[src/rtl/alu_sequencer.sv]
// Four-state instruction sequencer (IDLE/DECODE/EXEC/WB) driving the ALU/register-file
// datapath: decodes 16-bit words, strobes a single-cycle writeback and latches ALU flags.
module alu_sequencer #(
  parameter int unsigned                  OPCODE_WIDTH = 4,
  parameter logic [OPCODE_WIDTH-1:0]      CMP_OPCODE   = OPCODE_WIDTH'(4'hB),
  parameter int unsigned                  FLAG_WIDTH   = 5
) (
  input  logic                    clk,
  input  logic                    reset,
  input  logic [15:0]             instr,
  input  logic                    instr_valid,
  output logic                    instr_ready,
  output logic [2:0]              a_reg,
  output logic [2:0]              b_reg,
  output logic [2:0]              dest_reg,
  output logic [15:0]             immediate,
  output logic                    immediate_p,
  output logic [OPCODE_WIDTH-1:0] alu_op,
  output logic                    reg_we,
  input  logic [FLAG_WIDTH-1:0]   alu_flags,
  output logic [FLAG_WIDTH-1:0]   flags,
  output logic                    busy,
  output logic                    done
);

  localparam int unsigned OP_EXT_W = (OPCODE_WIDTH > 4) ? OPCODE_WIDTH : 4;

  typedef enum logic [1:0] {IDLE, DECODE, EXEC, WB} state_t;

  state_t                  state_q, state_d;
  logic [2:0]              a_reg_q, b_reg_q, dest_reg_q;
  logic [15:0]             imm_q;
  logic                    imm_p_q;
  logic [OPCODE_WIDTH-1:0] alu_op_q;
  logic [FLAG_WIDTH-1:0]   flags_q;
  logic [OP_EXT_W-1:0]     op_ext;
  logic                    accept;

  assign accept = (state_q == IDLE) && instr_valid;
  assign op_ext = OP_EXT_W'(instr[14:11]);

  always_comb begin
    state_d = state_q;
    unique case (state_q)
      IDLE:    if (accept) state_d = DECODE;
      DECODE:  state_d = EXEC;
      EXEC:    state_d = WB;
      WB:      state_d = IDLE;
      default: state_d = IDLE;
    endcase
  end

  always_ff @(posedge clk or negedge reset) begin
    if (!reset) state_q <= IDLE;
    else        state_q <= state_d;
  end

  // The captured word is held directly in decoded form, so the decode outputs are
  // already stable in DECODE and hold unchanged through EXEC, WB and the following IDLE.
  always_ff @(posedge clk or negedge reset) begin
    if (!reset) begin
      a_reg_q    <= '0;
      b_reg_q    <= '0;
      dest_reg_q <= '0;
      imm_q      <= '0;
      imm_p_q    <= 1'b0;
      alu_op_q   <= '0;
    end else if (accept) begin
      a_reg_q    <= instr[7:5];
      dest_reg_q <= instr[10:8];
      imm_p_q    <= instr[15];
      b_reg_q    <= instr[15] ? 3'b000 : instr[2:0];
      imm_q      <= instr[15] ? {{11{instr[4]}}, instr[4:0]} : 16'h0000;
      alu_op_q   <= op_ext[OPCODE_WIDTH-1:0];
    end
  end

  always_ff @(posedge clk or negedge reset) begin
    if (!reset)                flags_q <= '0;
    else if (state_q == EXEC)  flags_q <= alu_flags;
  end

  assign instr_ready = reset && (state_q == IDLE);
  assign busy        = (state_q != IDLE);
  assign done        = (state_q == WB);
  assign reg_we      = (state_q == WB) && (alu_op_q != CMP_OPCODE);
  assign a_reg       = a_reg_q;
  assign b_reg       = b_reg_q;
  assign dest_reg    = dest_reg_q;
  assign immediate   = imm_q;
  assign immediate_p = imm_p_q;
  assign alu_op      = alu_op_q;
  assign flags       = flags_q;

endmodule
[config.mk]
export PLATFORM = sky130hd
export DESIGN_NAME = alu_sequencer
export DESIGN_NICKNAME = d
export VERILOG_FILES = /design/src/rtl/alu_sequencer.sv
export SDC_FILE = /design/constraint.sdc
export NUM_CORES = 1
export LEC_CHECK = 0
export CORE_MARGIN = 5
export CORE_UTILIZATION = 42
export DETAILED_ROUTE_END_ITERATION = 10
export PLACE_DENSITY = 0.95
export SETUP_SLACK_MARGIN = 0.02
export SYNTH_ARGS = -nofsm -noshare
export SYNTH_HDL_FRONTEND = slang
export SYNTH_SLANG_ARGS = --single-unit
[constraint.sdc]
create_clock -name clk -period 2.91 [get_ports clk]
set_input_delay 0.291 -clock clk [delete_from_list [all_inputs] [get_ports clk]]
set_output_delay 0.291 -clock clk [all_outputs]
set_load 0.005 [all_outputs]
==> flow_summary.yaml <==
die:
  die_w_microns: 63.4
  dieArea_sq_um: 4020
  num_rows: 19
  die_h_microns: 63.4
  pin_count: 63
  start_util_pct: 43.8
  fp.coreArea_sq_um: 2730
cells_and_area:
  final_layout_size_suffix_gt1_share_pct: 15.5
  syn2layout_area_growth_pct: 48.6
  layout_commonest_cell: "clkdlybuf4s50_1"
  finalNetCount: 176
  antennaDiodeCount: 0
  final_cell_mix: "clkdlybuf4s50_1, dfrtp_1, mux2_2"
clocking:
  cts-buffers-inserted: 3
  insertion_delay_ns: 0.32
  cts_tree: "built"
  cts_buffer_depth: 2
  post_cts_buffers: 0
  cts_hold_buf: 0
  cts_root_buffer: "clkbuf_4"
  cts_resized: 0
  clk_pin_slew_worst_paths_ns: 0.13
  cts.htree.levels: 1
  clock_sinks: 26
critical_path:
  cp.required_ns: 2.62
  crit_arrival_ns: 1.95
  reg2reg_slack_ns: 1.10
  critPathLaunch: "state_q[0]$_DFFE_PN0P_"
  worst-path-max-fanout: 14
  cp-start-kind: "flip-flop"
  endpoint_kind: "output port"
  rr_startpoint: "state_q[0]$_DFFE_PN0P_"
  reg2reg_depth: 4
  reg2reg_to: "a_reg[2]$_DFFE_PN0P_"
  path_class: "reg -> out"
sta:
  period_share_pct: 77.0
  slew_viol_final: 0
  tns_ns: 0
  finalSetupViolations: 0
  finClkSkew_ns: 0.00291
  rsz0062_at_grt: "no"
  maxSlewHeadroom_pct: 70.0
  worstMarginPinSlew_ns: 0.449
  hold_violations: 0
  max_freq_ghz: 0.446
  period_needed_ns: 2.24
synthesis:
  yosys_warnings: 0
  syn-num-nets: 125
  syn-mean-instance-area_sq_um: 12.2
  synth_cells: 98
  ys_ff_latch: 26
  netlist_area_sq_um: 1200
  seq_area_frac_synth_pct: 54.4
  yosysUniqueCellTypes: 18
placement:
  gp_congestion: 0.833
  port_buffers: 62
  place_hpwl_mm: 2.23
detailed_routing:
  viasPerCell: 4.98
  drtIter0Drc: 46
  drcViolationCount: 0
  routed_wl_mm: 2.82
  wl_per_cell_microns: 15.8
  antenna_left: 0
  num_vias: 891
  firstDrtPassIters: 4
global_route:
  grt_max_degree: 27
  grt.total_usage_pct: 14.5
  grt_pass1_wl_mm: 4.61
  grt_overflow: 0
  antenna_found_initial: 0
  grt_pass1_vias: 939
power:
  p_total_mw: 1.75
  peakVddDrop_v: 0.000714
  p_leak_nw: 0.742
  pwr_density_cell_nw_per_um2: 985
min_path:
  hold_class: "in -> async"
status:
  status: "finished, final reports clean"
run:
  maxCapViolations: 0
[per-layer routing]
layer	GRT usage, %	up-vias	wire [microns]
li1	-	417	-
met1	17.2	419	1130
met2	22.5	49	1310
met3	5.51	6	318
met4	7.79	0	64
met5	0	-	0
[where the power goes]
| part | internal, mW | switching (mW) | total [mW] |
|---|---|---|---|
| clock | 0.0765 | 0.103 | 0.179 |
| sequential | 0.535 | 0.112 | 0.647 |
| combinational | 0.625 | 0.301 | 0.926 |
| total | 1.24 | 0.515 | 1.75 |
[per-stage QoR]
step                      util [%]  instance area (sq um)  std cells  hold WS, ns  setup slack (ns)
after CTS                     65.0                   1780        179        0.356             0.666
after detailed placement      63.7                   1740        175        0.498              1.05
after floorplan                  -                   1200         98     -0.00459              1.45
final                         65.0                   1780        179        0.355             0.669
after global placement        63.7                   1740        175        0.491              1.13
after global routing          65.0                   1780        179        0.371             0.588
[cell type report]
cell class / instances / area [sq um]
Clock buffer: 4 / 36.3
Sequential cell: 26 / 651
Tap cell: 31 / 38.8
Timing Repair Buffer: 63 / 628
Fill cell: 194 / 956
Inverter: 11 / 41.3
Multi-Input combinational cell: 44 / 383
[critical path, stage by stage, from the launching register on]
cell and delay [ns]:
dfrtp_1 0.42, inv_1 0.09, ha_1 0.44, and2_1 0.19, clkdlybuf4s50_1 0.49
[cells in the mapped netlist, drive strengths merged]
master  count  area share (%)
inv        11             3.5
dfrtp      26              54
mux2       17              17
nand4       5             2.6
nand4b      4             2.9
ha          3             3.1
and2        3             1.8
clkbuf      2            0.63
nand2b      1            0.52
buf        15             9.5
a21oi       1            0.42
nor2        2            0.63
o21ai       8             3.3
[worst max-delay path by stage]
stage,cells past startpoint,end,slack [ns]
after global routing,4,instr_ready,0.59
final,4,instr_ready,0.67
after detailed placement,4,instr_ready,1.05
after CTS,4,instr_ready,0.67
after floorplan,6,a_reg[0]$_DFFE_PN0P_,1.45
after global placement,4,instr_ready,1.13
[kinds of logic after synthesis]
logic type	count (synthesis)	synth area share [%]
and+or+nand+nor	15	8.47
DFF	26	54.4
adders and majority gates	3	3.14
muxes	17	16.6
AOI/OAI and AO/OA	9	3.77
buffers and inverters	28	13.6
Note: power is estimated with default switching activity, not from simulation.
